===== config.mk =====
export PLATFORM = sky130hd
export DESIGN_NAME = zet_wb_bridge
export DESIGN_NICKNAME = d
export VERILOG_FILES = /design/src/rtl/zet_wb_bridge.sv
export SDC_FILE = /design/constraint.sdc
export NUM_CORES = 1
export LEC_CHECK = 0
export ABC_AREA = 1
export CAP_MARGIN = 20
export CORE_MARGIN = 8
export CORE_UTILIZATION = 40
export DETAILED_ROUTE_END_ITERATION = 10
export GPL_TIMING_DRIVEN = 1
export MAX_ROUTING_LAYER = met4
export PLACE_DENSITY = 0.65
export SYNTH_ARGS = -nofsm -noshare
export SYNTH_HDL_FRONTEND = slang
export SYNTH_SLANG_ARGS = --single-unit

===== constraint.sdc =====
create_clock -name clk -period 2.6 [get_ports clk]
set_input_delay 0.65 -clock clk [delete_from_list [all_inputs] [get_ports clk]]
set_output_delay 0.65 -clock clk [all_outputs]
set_load 0.02 [all_outputs]

===== src/rtl/zet_wb_bridge.sv =====
// Bridges the Zet core's flat memory/IO request onto a 16-bit Wishbone classic bus.
// Odd-address word accesses are split into two byte cycles; the core stalls until done.
module zet_wb_bridge (
    input  logic        clk,
    input  logic        rst,
    input  logic        cpu_req,
    input  logic [19:0] cpu_adr,
    input  logic [15:0] cpu_dat_o,
    input  logic        cpu_we,
    input  logic        cpu_m_io,
    input  logic        cpu_byte,
    output logic [15:0] cpu_dat_i,
    output logic        cpu_block,
    output logic [18:0] wb_adr_o,
    output logic [15:0] wb_dat_o,
    input  logic [15:0] wb_dat_i,
    output logic [1:0]  wb_sel_o,
    output logic        wb_we_o,
    output logic        wb_tga_o,
    output logic        wb_cyc_o,
    output logic        wb_stb_o,
    input  logic        wb_ack_i
);

    typedef enum logic [1:0] {StIdle, StCyc1, StCyc2, StDone} state_e;

    state_e      state_q, state_d;
    logic [19:0] adr_q, adr_d;
    logic [15:0] dat_q, dat_d;
    logic        we_q, we_d;
    logic        mio_q, mio_d;
    logic        byte_q, byte_d;
    logic [15:0] rdat_q, rdat_d;
    logic [18:0] wb_adr_q, wb_adr_d;
    logic [15:0] wb_dat_q, wb_dat_d;
    logic [1:0]  wb_sel_q, wb_sel_d;
    logic        wb_we_q, wb_we_d;
    logic        wb_tga_q, wb_tga_d;
    logic        wb_cyc_q, wb_cyc_d;
    logic        wb_stb_q, wb_stb_d;

    logic        ack;
    logic        split;
    logic [19:0] adr_inc;

    assign ack   = wb_ack_i & wb_stb_q;
    assign split = ~byte_q & adr_q[0];

    // I/O space is only 64K, so the second half of a split wraps within 16 bits.
    always_comb begin
        adr_inc = adr_q + 20'd1;
        if (mio_q) begin
            adr_inc = {4'h0, adr_q[15:0] + 16'd1};
        end
    end

    always_comb begin
        state_d  = state_q;
        adr_d    = adr_q;
        dat_d    = dat_q;
        we_d     = we_q;
        mio_d    = mio_q;
        byte_d   = byte_q;
        rdat_d   = rdat_q;
        wb_adr_d = wb_adr_q;
        wb_dat_d = wb_dat_q;
        wb_sel_d = wb_sel_q;
        wb_we_d  = wb_we_q;
        wb_tga_d = wb_tga_q;
        wb_cyc_d = wb_cyc_q;
        wb_stb_d = wb_stb_q;

        unique case (state_q)
            StIdle: begin
                if (cpu_req) begin
                    adr_d    = cpu_adr;
                    dat_d    = cpu_dat_o;
                    we_d     = cpu_we;
                    mio_d    = cpu_m_io;
                    byte_d   = cpu_byte;
                    wb_adr_d = cpu_adr[19:1];
                    wb_we_d  = cpu_we;
                    wb_tga_d = cpu_m_io;
                    wb_cyc_d = 1'b1;
                    wb_stb_d = 1'b1;
                    if (cpu_adr[0]) begin
                        wb_sel_d = 2'b10;
                        wb_dat_d = {cpu_dat_o[7:0], 8'h00};
                    end else if (cpu_byte) begin
                        wb_sel_d = 2'b01;
                        wb_dat_d = {8'h00, cpu_dat_o[7:0]};
                    end else begin
                        wb_sel_d = 2'b11;
                        wb_dat_d = cpu_dat_o;
                    end
                    state_d = StCyc1;
                end
            end
            StCyc1: begin
                if (ack) begin
                    if (!we_q) begin
                        if (split) begin
                            rdat_d[7:0] = wb_dat_i[15:8];
                        end else if (byte_q) begin
                            rdat_d = adr_q[0] ? {8'h00, wb_dat_i[15:8]} : {8'h00, wb_dat_i[7:0]};
                        end else begin
                            rdat_d = wb_dat_i;
                        end
                    end
                    if (split) begin
                        wb_adr_d = adr_inc[19:1];
                        wb_sel_d = 2'b01;
                        wb_dat_d = {8'h00, dat_q[15:8]};
                        state_d  = StCyc2;
                    end else begin
                        wb_cyc_d = 1'b0;
                        wb_stb_d = 1'b0;
                        state_d  = StDone;
                    end
                end
            end
            StCyc2: begin
                if (ack) begin
                    if (!we_q) begin
                        rdat_d[15:8] = wb_dat_i[7:0];
                    end
                    wb_cyc_d = 1'b0;
                    wb_stb_d = 1'b0;
                    state_d  = StDone;
                end
            end
            StDone: begin
                state_d = StIdle;
            end
            default: begin
                state_d = StIdle;
            end
        endcase
    end

    always_ff @(posedge clk) begin
        if (rst) begin
            state_q  <= StIdle;
            adr_q    <= '0;
            dat_q    <= '0;
            we_q     <= 1'b0;
            mio_q    <= 1'b0;
            byte_q   <= 1'b0;
            rdat_q   <= '0;
            wb_adr_q <= '0;
            wb_dat_q <= '0;
            wb_sel_q <= 2'b00;
            wb_we_q  <= 1'b0;
            wb_tga_q <= 1'b0;
            wb_cyc_q <= 1'b0;
            wb_stb_q <= 1'b0;
        end else begin
            state_q  <= state_d;
            adr_q    <= adr_d;
            dat_q    <= dat_d;
            we_q     <= we_d;
            mio_q    <= mio_d;
            byte_q   <= byte_d;
            rdat_q   <= rdat_d;
            wb_adr_q <= wb_adr_d;
            wb_dat_q <= wb_dat_d;
            wb_sel_q <= wb_sel_d;
            wb_we_q  <= wb_we_d;
            wb_tga_q <= wb_tga_d;
            wb_cyc_q <= wb_cyc_d;
            wb_stb_q <= wb_stb_d;
        end
    end

    assign cpu_block = cpu_req & (state_q != StDone);
    assign cpu_dat_i = rdat_q;
    assign wb_adr_o  = wb_adr_q;
    assign wb_dat_o  = wb_dat_q;
    assign wb_sel_o  = wb_sel_q;
    assign wb_we_o   = wb_we_q;
    assign wb_tga_o  = wb_tga_q;
    assign wb_cyc_o  = wb_cyc_q;
    assign wb_stb_o  = wb_stb_q;

endmodule


; Word-level counts from Yosys, hierarchy flattened
; Cells that the tools add are included.
[totals]
register_bits = 95
inputBits = 59
output_inout_bits = 58
wordCells = 76
[op_classes]
n_addsub = 2
n_eq_ne = 11
muxes = 36
n_bitwise = 5
reduce_logical = 10
[ops]
columns = op, count
row1 = 16-bit two-way mux, 8
row2 = 19-bit two-way mux, 3
row3 = 8-bit two-way mux, 5
row4 = 19-bit case mux with 2 select lines, 1
row5 = 16-bit case mux with 2 select lines, 1
row6 = 20-bit by 1-bit adder with 20-bit output (second input constant), 1
row7 = 20-bit two-way mux, 1
row8 = 16-bit by 1-bit adder with 16-bit output (second input constant), 1
row9 = 2-bit two-way mux, 8
row10 = 2-bit != test (second input constant), 8
row11 = 8-bit case mux with 2 select lines, 1
row12 = 2-bit case mux with 4 select lines, 1
row13 = 3-bit AND reduction, 2
row14 = 6-bit AND reduction, 1
row15 = 1-bit two-way mux, 5
row16 = 5-bit AND reduction, 1
row17 = 2-bit equality test (second input constant), 2
row18 = 2-bit case mux with 2 select lines, 1
row19 = 4-bit AND reduction, 1
row20 = 2-bit nonzero test, 2
row21 = 1-bit AND, 3
row22 = 1-bit case mux with 3 select lines, 1
row23 = 3-bit nonzero test, 1
row24 = 2-bit by 1-bit equality test with 1-bit output (second input constant), 1
row25 = 3 further kinds, 4

; Logic depth before layout (Yosys ltp)
; Gate-level depths: netlist of run 1.
[logic_depth]
depth_word = 6
mapped_depth = 10
mapped_depth_nobuf = 9

; Least setup slack after synthesis of run 1
; Ideal clock, no wire load.
[synth_timing]
path_type = reg-to-reg
startpoint = register state_q[1]
endpoint = register wb_adr_q[16] (netlist: wb_adr_o[16])
setup_ps = 119
arrival_ps = 1543
required_time_ps = 2481
slack_ps = 937
path_stages_with_launch = 11
cell_sequence = dfxtp_1 -> inv_1 -> ha_1 -> buf_6 -> inv_2 -> nand2_1 -> a21oi_4 -> inv_2 -> buf_2 -> a21oi_1 -> a21oi_1
[synth_between]
elab_chain_cells = 3
elab_cells_between_ends = 8
[synth_lines]
columns = item, line
row1 = start: declaration, 27  ; state_e state_q, state_d;
row2 = start signal: assignment, 143  ; state_q <= StIdle;
row3 = start signal: assignment, 158  ; state_q <= state_d;
row4 = 2-bit by 1-bit equality test with 1-bit output / 2-bit logical NOT (equally long branches), 73  ; unique case (state_q)
row5 = 2-bit != test (no line) / 2-bit nonzero test (equally long branches), --
row6 = 4-bit AND reduction (no line), --
row7 = end signal: assignment, 165  ; wb_adr_q <= wb_adr_d;
row8 = end: declaration, 34  ; logic [18:0] wb_adr_q, wb_adr_d;
; Several ways; a longest one is shown, not always the timed one.
; A chain may end at the register's enable or synchronous reset.

; Worst setup path after layout of run 1
[layout_timing]
startpoint = input cpu_req
endpoint = output cpu_block
[layout_between]
elab_chain_cells = 1
[layout_lines]
columns = item, line
row1 = start: declaration, 6  ; input logic cpu_req,
row2 = 1-bit AND, 175  ; assign cpu_block = cpu_req & (state_q != StDone);
row3 = end: declaration, 13  ; output logic cpu_block,
; No other way between the ends.

==> metrics.txt, run 1 <==
Hold Crit Start=cpu_dat_i[10]$_SDFFE_PP0P_; Post-Synth Simple-Gate Area=16.0%; Port Buffer Count=116; post-synth net total=629; fmax=396 MHz; initial antenna violation count=0; Clk pwr share=20.7%; setup_tns=0 ns; Worst R2R End=wb_adr_o[13]$_SDFFE_PP0P_; Initial Util=41.3%; H-tree depth=3; clock insertion delay at the later pin of the skew report=0.34 ns; core area=9820 um2; most numerous cell on the critical path=clkdlybuf4s50_1; post-synthesis adder-cell area fraction=1.54%; most frequent cells in the layout=clkdlybuf4s50_1, o21ai_0, a21oi_1, dfxtp_1, inv_1; First-pass DRT Iterations=4; path type of the worst min-delay path=reg -> reg; cts hold-fix bufs=0; Synth Instances=565; global placer's final weighted congestion=0.831; total CTS buffers=9; clock root cell=clkbuf_8; met3 usage=3.93%; met1 Use GR=22.9%; post-synthesis cell area=4060 um2; share of post-route cells with drive strength above 1=4.32%; final instance area=5570 um2; slowest stage delay, CP=0.61 ns; Routed wire per std cell=15.1 um; Via-to-Cell Ratio=5.14; min cycle time layout=2.52 ns; Antenna diodes=0; CTS Sinks=87; total net switching power=2110 uW; global-route wire length before repair=19800 um; P&R area growth vs syn=37.4%; leak pwr=0.00209 uW; TritonCTS clock tree=done; number of global-route vias before repair=4020; largest net degree at the start of global routing=49; status=completed; slowest stage cell, crit path=clkdlybuf4s50_1; post-synthesis sequential area ratio=42.9%; Tightest Pin Transition=0.563 ns; maximum vdd drop=0.408 mV; clk buf depth=2; placed insts=789; nets@finish=731; total power per unit cell area=968 nW/um2; final hold violation count=0; Die ar.=13600 um2; Reg power frac=35.9%; hold path depth=2; post-CTS setup buffers=0; cell area after placement=5340 um2; max-cap viol count=0; cell-internal power=3280 uW; R2R Setup Slk=0.50 ns; final wirelength=12100 um; main combinational cell family by area after synthesis=compound AO/OA/AOI/OAI gates; Worst Reg-to-Reg Cells=9; Clk pin slew, worst setup/hold paths=0.07 ns; commonest non-fill, non-tap cell in the layout=clkdlybuf4s50_1; skew final=0.0165 ns; # IOs=117; worst path cell trace=clkdlybuf4s50_1, inv_1, nor2_1, clkdlybuf4s50_1; slew margin rel.=62.4%; vias=4130; CP Class=in -> out; crit start category=input pin; Post-Place Worst Slack=0.0750 ns; busiest grt layer=met2; Synth Area in XOR/XNOR=0.216%; final number of setup-violating endpoints=0; max-slew violations=0; RSZ-0062 raised after global routing=false; drt initial violations=227; Total GRT Usage=18.7%; Worst Hold Path EP=cpu_dat_i[10]$_SDFFE_PP0P_; global route overflow=0; Final Worst Setup Slack=0.0776 ns; Resized cells post-CTS=0; Chip Width=117 um; arrival time worst endpoint=1.87 ns; switch share=39.1%; Critical Path RT=1.95 ns; total number of yosys warnings=0; synth unique cells=26; DP Wirelength=8830 um; chip height=117 um; Comb power frac=43.5%; CP Capture Type=output port; Fillers=972; drt drc=0; final worst-path cycle share=97.0%; FP Rows=36; Cell Count, Final, Fillers Out=804; critical path fanouts, max=2; met2 Track Usage GR=30.0%; Post-DRT Antenna Nets=0; Compound-Gate Fraction of Synth Area=29.3%; syn_area_per_cell=7.18 um2; reg2reg start=state_q[1]$_SDFFE_PP0P_; Synth Register Bits=87; mux cell area share after synthesis=0%
-- cell families after synthesis --
family	after synthesis
flops	87
xor+xnor	1
fa+ha+maj	5
buf+inv	99
compound gates	221
simple gates	152
-- worst max path at each step --
stage                                 start                        end  slack (ns)  cells past startpoint
finish                              cpu_req                  cpu_block        0.08                      4
global route                        cpu_req                  cpu_block        0.01                      4
CTS                                 cpu_req                  cpu_block        0.07                      4
detailed placement                  cpu_req                  cpu_block        0.07                      4
global placement                    cpu_req                  cpu_block        0.08                      4
floorplan           state_q[1]$_SDFFE_PP0P_  wb_adr_o[16]$_SDFFE_PP0P_        0.94                     10
-- critical path, delay by kind of cell --
kind          cells  cell delay [ns]
buf+inv           3             1.15
simple gates      1             0.08
-- registers in the layout (all words and copies together), names as in the netlist, 2 cells and up --
signal / flops
wb_dat_o: 16
wb_sel_o: 2
adr_q: 20
state_q: 2
cpu_dat_i: 16
dat_q: 8
wb_adr_o: 19
-- power groups by stage --
stage	logic (uW)	clock network, uW	registers [uW]
floorplan	1210	0	2190
global placement	2320	0	1950
detailed placement	2350	0	1960
CTS	2370	1140	1940
global route	2610	1200	1980
finish	2340	1110	1930
-- synthesized netlist by cell type --
cell,number,area share (%)
o21ai_0,100,12
a21oi_1,88,11
dfxtp_1,87,43
inv_1,60,5.6
nand2_1,58,5.4
nor2_1,46,4.3
nand3_1,36,4.4
clkbuf_1,22,2.0
a211oi_1,16,3.0
nand4_1,9,1.4
a22oi_1,7,1.3
a31oi_1,6,0.93
buf_2,5,0.62
ha_1,5,1.5
buf_4,4,0.74
clkbuf_2,3,0.37
o211ai_1,3,0.56
inv_2,2,0.19
a21oi_4,1,0.40
and2_1,1,0.15
buf_1,1,0.092
buf_6,1,0.28
clkinv_1,1,0.092
nor2_4,1,0.28
nor3_1,1,0.12
xnor2_1,1,0.22
-- final cells by class --
class | instances | area [um2] | area share [%]
clock buffers | 10 | 128 | 2.29
clock inverters | 5 | 108 | 1.93
inverters | 63 | 236 | 4.24
multi-input cells | 379 | 1910 | 34.3
flip-flops and latches | 87 | 1740 | 31.3
well taps | 133 | 166 | 2.99
repair buffers | 127 | 1280 | 23.0
-- through the flow --
step / util, % / power [uW] / hold WS (ns)
finish: 56.7 / 5390 / 0.446
global route: 56.7 / 5800 / 0.463
CTS: 56.7 / 5450 / 0.449
detailed placement: 54.3 / 4310 / 0.437
global placement: 54.3 / 4270 / 0.433
floorplan: - / 3400 / 0.444
-- routing by layer --
metal	share of wire, %	vias up
li1	-	2134
met1	45	1866
met2	47	122
met3	7.2	8
met4	1.0	0
met5	0	-
Note: power is estimated with default switching activity, not from simulation.
==> run 2: changes to the inputs <==
--- a/config.mk
+++ b/config.mk
@@ -8,11 +8,11 @@
 export ABC_AREA = 1
 export CAP_MARGIN = 20
 export CORE_MARGIN = 8
-export CORE_UTILIZATION = 40
+export CORE_UTILIZATION = 38
 export DETAILED_ROUTE_END_ITERATION = 10
 export GPL_TIMING_DRIVEN = 1
 export MAX_ROUTING_LAYER = met4
-export PLACE_DENSITY = 0.65
+export PLACE_DENSITY = 0.62
 export SYNTH_ARGS = -nofsm -noshare
 export SYNTH_HDL_FRONTEND = slang
 export SYNTH_SLANG_ARGS = --single-unit
==> metrics.txt, run 2 (synthesized netlist as in run 1, its figures left out) <==
global route overflow=0 (unchanged); commonest non-fill, non-tap cell in the layout=clkdlybuf4s50_1; clk buf depth=2 (unchanged); CP Class=in -> out; fmax=467 MHz (+18%); status=completed; WP buf/inv=3 (unchanged); vias=4194 (+1.5%); total power per unit cell area=941 nW/um2 (-2.8%); Die ar.=14200 um2 (+4.5%); Initial Util=39.1% (-2.2 points); Top reg by flops=adr_q; number of global-route vias before repair=4192 (+4.3%); Worst R2R End=cpu_dat_i[4]$_SDFFE_PP0P_; P&R area growth vs syn=35.7%; slowest stage cell, crit path=clkdlybuf4s50_1; final hold violation count=0 (unchanged); R2R Setup Slk=0.62 ns (+0.12 ns); Routed wire per std cell=15.5 um (+2.7%); slew margin rel.=62.0% (-0.38 points); total CTS buffers=9 (unchanged); DP Wirelength=9010 um (+2.1%); arrival time worst endpoint=1.49 ns (-0.38 ns); chip height=119 um (+2.2%); critical path fanouts, max=2 (unchanged); clock root cell=clkbuf_8; Clk pin slew, worst setup/hold paths=0.09 ns (+0.02 ns); largest net degree at the start of global routing=45 (-8.2%); max-slew violations=0 (unchanged); path type of the worst min-delay path=reg -> reg; CP Capture Type=output port; Fillers=1059 (+9.0%); final worst-path cycle share=82.3% (-15 points); maximum vdd drop=0.433 mV (+6.2%); worst path cell trace=clkdlybuf4s50_1, inv_1, nor2_1, dlymetal6s2s_1; drt initial violations=283 (+25%); # IOs=117 (unchanged); final instance area=5510 um2 (-1.2%); cell area after placement=5330 um2 (-0.12%); crit start category=input pin; Tightest Pin Transition=0.567 ns (+0.00374 ns); most frequent cells in the layout=clkdlybuf4s50_1, o21ai_0, a21oi_1, dfxtp_1, inv_1; core area=10400 um2 (+5.6%); Critical Path Start=cpu_req; min cycle time layout=2.14 ns (-0.383 ns); RSZ-0062 raised after global routing=false; Total GRT Usage=18.2% (-0.48 points); Port Buffer Count=116 (unchanged); Critical Path RT=1.95 ns (about the same); final wirelength=12500 um (+3.5%); crit-path leading delay family=buffers and inverters; initial antenna violation count=0 (unchanged); max reg flops=20 (unchanged); post-layout util=53.1% (-3.6 points); nets@finish=733 (+0.27%); Worst Reg-to-Reg Cells=6 (-3); Chip Width=119 um (+2.2%); final number of setup-violating endpoints=0 (unchanged); leak pwr=0.00207 uW (-1.2%); FP Rows=37 (+2.8%); setup_tns=0 ns (unchanged); share of post-route cells with drive strength above 1=4.90% (+0.57 points); worst hold slack=0.448 ns (+0.00199 ns); Hold Crit Start=cpu_dat_i[13]$_SDFFE_PP0P_; First-pass DRT Iterations=5 (+1); max-cap viol count=0 (unchanged); global-route wire length before repair=20800 um (+5.5%); CTS Sinks=87 (unchanged); TritonCTS clock tree=done; Post-DRT Antenna Nets=0 (unchanged); Setup crit end=cpu_block; skew final=0.0115 ns (-0.00498 ns); clock insertion delay at the later pin of the skew report=0.36 ns (+0.02 ns); reg2reg start=state_q[1]$_SDFFE_PP0P_; global placer's final weighted congestion=0.854 (+2.8%); Via-to-Cell Ratio=5.18 (+0.80%); H-tree depth=3 (unchanged); slowest stage delay, CP=0.48 ns (-0.13 ns); drt drc=0 (unchanged); Crit path depth=4 (unchanged); cts hold-fix bufs=0 (unchanged); Antenna diodes=0 (unchanged)
==> run 2: changes by cell type in the layout (fill, tap and decap cells not counted), moves of 2 or more <==
cell	delta
buf_4	+4
bufinv_16	-3
clkinvlp_4	+3
buf_12	-2
clkinv_2	+2
==> run 2: through the flow <==
stage          std cells  power [uW]  setup WS (ns)
5_1_grt              810        5590          0.367
3_3_place_gp         794        4310         0.0868
6_report             810        5180          0.461
3_5_place_dp         794        4360         0.0756
4_1_cts              810        5220         0.0749
2_1_floorplan        565        3400          0.937
==> run 2: power breakdown <==
| group | total [uW] | switching, uW | internal (uW) | leakage (uW) |
|---|---|---|---|---|
| logic | 2390 | 1430 | 960 | 0.00127 |
| registers | 1940 | 238 | 1700 | 0.000717 |
| clock network | 851 | 505 | 347 | 0.0000812 |
| total | 5180 | 2170 | 3010 | 0.00207 |
==> run 2: layer usage <==
layer	vias up	track usage (%)	routed length, um
met4	0	6.40	147
met5	-	-	0
met3	11	3.83	873
li1	2134	-	-
met2	159	28.1	5530
met1	1890	23.1	5970
==> run 2: how the worst min path moves through the flow <==
stage | end | slack, ns | cells after the start
finish | cpu_dat_i[13]$_SDFFE_PP0P_ | 0.45 | 2
global route | cpu_dat_i[10]$_SDFFE_PP0P_ | 0.47 | 2
CTS | cpu_dat_i[13]$_SDFFE_PP0P_ | 0.45 | 2
detailed placement | cpu_dat_i[13]$_SDFFE_PP0P_ | 0.44 | 2
global placement | cpu_dat_i[14]$_SDFFE_PP0P_ | 0.44 | 2
floorplan | adr_q[19]$_SDFFE_PP0P_ | 0.44 | 2
==> run 2: repair_timing <==
item,4_1_cts,5_1_grt
resized for setup,0,1
setup endpoints to repair,0,1
buffers inserted,0,0
==> run 2: worst min-delay path: stages, from the launching register on <==
cell	delay, ns
dfxtp_1	0.32
inv_1	0.05
a21oi_1	0.05
==> run 2: layout make-up <==
| type | instances | area (um2) | area share [%] |
|---|---|---|---|
| Timing Repair Buffer | 129 | 1270 | 23.1 |
| Sequential cell | 87 | 1740 | 31.6 |
| Tap cell | 136 | 170 | 3.09 |
| Clock inverter | 7 | 50.0 | 0.909 |
| Multi-Input combinational cell | 379 | 1910 | 34.7 |
| Inverter | 63 | 236 | 4.29 |
| Clock buffer | 9 | 124 | 2.25 |
==> run 3: changes to the inputs <==
==> constraint.sdc (replaced) <==
create_clock -name clk -period 2 [get_ports clk]
set_input_delay 0.5 -clock clk [delete_from_list [all_inputs] [get_ports clk]]
set_output_delay 0.5 -clock clk [all_outputs]
set_load 0.02 [all_outputs]
==> metrics.txt, run 3 (synthesized netlist as in run 1, its figures left out) <==
final worst-path cycle share=95.7%; # IOs=117 (unchanged); crit-path leading delay family=buffers and inverters; nets@finish=744 (+1.5%); status=completed; Via-to-Cell Ratio=5.22 (+0.82%); H-tree depth=3 (unchanged); DP Wirelength=9080 um (+0.73%); TritonCTS clock tree=done; P&R area growth vs syn=41.5%; Post-DRT Antenna Nets=0 (unchanged); Port Buffer Count=116 (unchanged); cts hold-fix bufs=0 (unchanged); path type of the worst min-delay path=reg -> reg; crit start category=input pin; clk buf depth=2 (unchanged); First-pass DRT Iterations=5 (unchanged); Clk pin slew, worst setup/hold paths=0.08 ns (about the same); Critical Path RT=1.50 ns (-0.45 ns); critical path fanouts, max=2 (unchanged); Initial Util=39.1% (unchanged); Routed wire per std cell=15.5 um (about the same); Chip Width=119 um (unchanged); total power per unit cell area=1300 nW/um2 (+38%); largest net degree at the start of global routing=45 (unchanged); final hold violation count=0 (unchanged); skew final=0.0131 ns (+0.00152 ns); RSZ-0062 raised after global routing=false; CTS Sinks=87 (unchanged); Post-Place Worst Slack=-0.229 ns (-0.305 ns); max-cap viol count=0 (unchanged); min cycle time layout=1.91 ns; drt initial violations=257 (-9.2%); number of global-route vias before repair=4216 (+0.57%); clock root cell=clkbuf_8; WP buf/inv=3 (unchanged); slowest stage cell, crit path=clkdlybuf4s50_1; max-slew violations=0 (unchanged); core area=10400 um2 (unchanged); fmax=523 MHz; final number of setup-violating endpoints=0 (unchanged); share of post-route cells with drive strength above 1=6.57% (+1.7 points); CP Class=in -> out; worst path cell trace=clkdlybuf4s50_1, inv_1, nor2_1, clkdlybuf4s15_1; max reg flops=20 (unchanged); most frequent cells in the layout=clkdlybuf4s50_1, o21ai_0, a21oi_1, dfxtp_1, inv_1; FP Rows=37 (unchanged); Tightest Pin Transition=0.403 ns (-0.164 ns); slew margin rel.=73.2% (+11 points); chip height=119 um (unchanged); Die ar.=14200 um2 (unchanged); global placer's final weighted congestion=0.856 (+0.26%); global route overflow=0 (unchanged); total CTS buffers=9 (unchanged); initial antenna violation count=0 (unchanged); vias=4286 (+2.2%); Cell Count, Final, Fillers Out=821 (+1.4%); slowest stage delay, CP=0.47 ns (about the same); Antenna diodes=0 (unchanged); placed insts=803 (+1.1%); Top reg by flops=adr_q; maximum vdd drop=0.642 mV (+48%); drt drc=0 (unchanged); leak pwr=0.00218 uW (+5.2%); Final Worst Setup Slack=0.0863 ns (-0.374 ns); commonest non-fill, non-tap cell in the layout=clkdlybuf4s50_1; clock insertion delay at the later pin of the skew report=0.35 ns (about the same); Total GRT Usage=18.3% (+0.14 points); global-route wire length before repair=20900 um (+0.43%); final wirelength=12700 um (+1.4%); CP Capture Type=output port; arrival time worst endpoint=1.41 ns (-0.08 ns)
-- run 3: cell types whose count changed in the layout (fill, tap and decap cells not counted), sizes merged --
cell	previous run	this run
bufinv	0	4
clkinvlp	3	1
dlymetal6s2s	1	0
clkdlybuf4s15	0	1
clkinv	5	2
buf	13	23
clkbuf	9	11
-- run 3: power breakdown --
| part | internal (uW) | switching [uW] | leakage [uW] |
|---|---|---|---|
| clock | 955 | 642 | 0.000126 |
| sequential | 2210 | 319 | 0.000717 |
| combinational | 1430 | 1900 | 0.00133 |
| total | 4600 | 2860 | 0.00218 |
-- run 3: final cells by class --
cell class / instances / area, um2
Fill cell: 1002 / 4630
Multi-Input combinational cell: 379 / 1920
Sequential cell: 87 / 1740
Timing Repair Buffer: 140 / 1410
Inverter: 63 / 239
Tap cell: 136 / 170
Clock inverter: 6 / 133
Clock buffer: 10 / 128
-- run 3: final timing paths --
check | from | endpoint | slack, ns | depth (start not counted)
worst max-delay path | cpu_req | cpu_block | 0.09 | 4
worst min-delay path | cpu_dat_i[10]$_SDFFE_PP0P_ | cpu_dat_i[10]$_SDFFE_PP0P_ | 0.45 | 2
worst min register to register | cpu_dat_i[10]$_SDFFE_PP0P_ | cpu_dat_i[10]$_SDFFE_PP0P_ | 0.45 | 2
worst max register to register | state_q[1]$_SDFFE_PP0P_ | wb_dat_o[14]$_SDFFE_PP0P_ | 0.21 | 11
-- run 3: tightest hold or removal path, delay by kind of cell (launching register included) --
kind	cells	cell delay, ns
AOI/OAI and AO/OA	1	0.05
buffers and inverters	1	0.05
DFF	1	0.32
-- run 3: metal layers --
layer	global-route usage, %	share of wire [%]	vias up
li1	-	-	2152
met1	22.9	47	1974
met2	28.6	45	152
met3	4.72	7.1	8
met4	5.39	0.76	0
met5	-	0	-
-- run 3: timing repair --
item | CTS | global route
cloned | 0 | 1
setup endpoints to repair | 1 | 29
gates resized for setup | 1 | 6
setup buffers | 0 | 1
-- run 3: stage by stage --
step           utilization (%)  hold WS (ns)  cell area, um2  power [uW]  TNS, ns
2_1_floorplan                -         0.444            4060        4420        0
3_3_place_gp              52.3         0.435            5420        5680    -3.89
3_5_place_dp              52.3         0.438            5420        5740    -5.39
4_1_cts                   54.8         0.451            5680        7350        0
5_1_grt                   55.3         0.470            5740        7990        0
6_report                  55.3         0.452            5740        7460        0
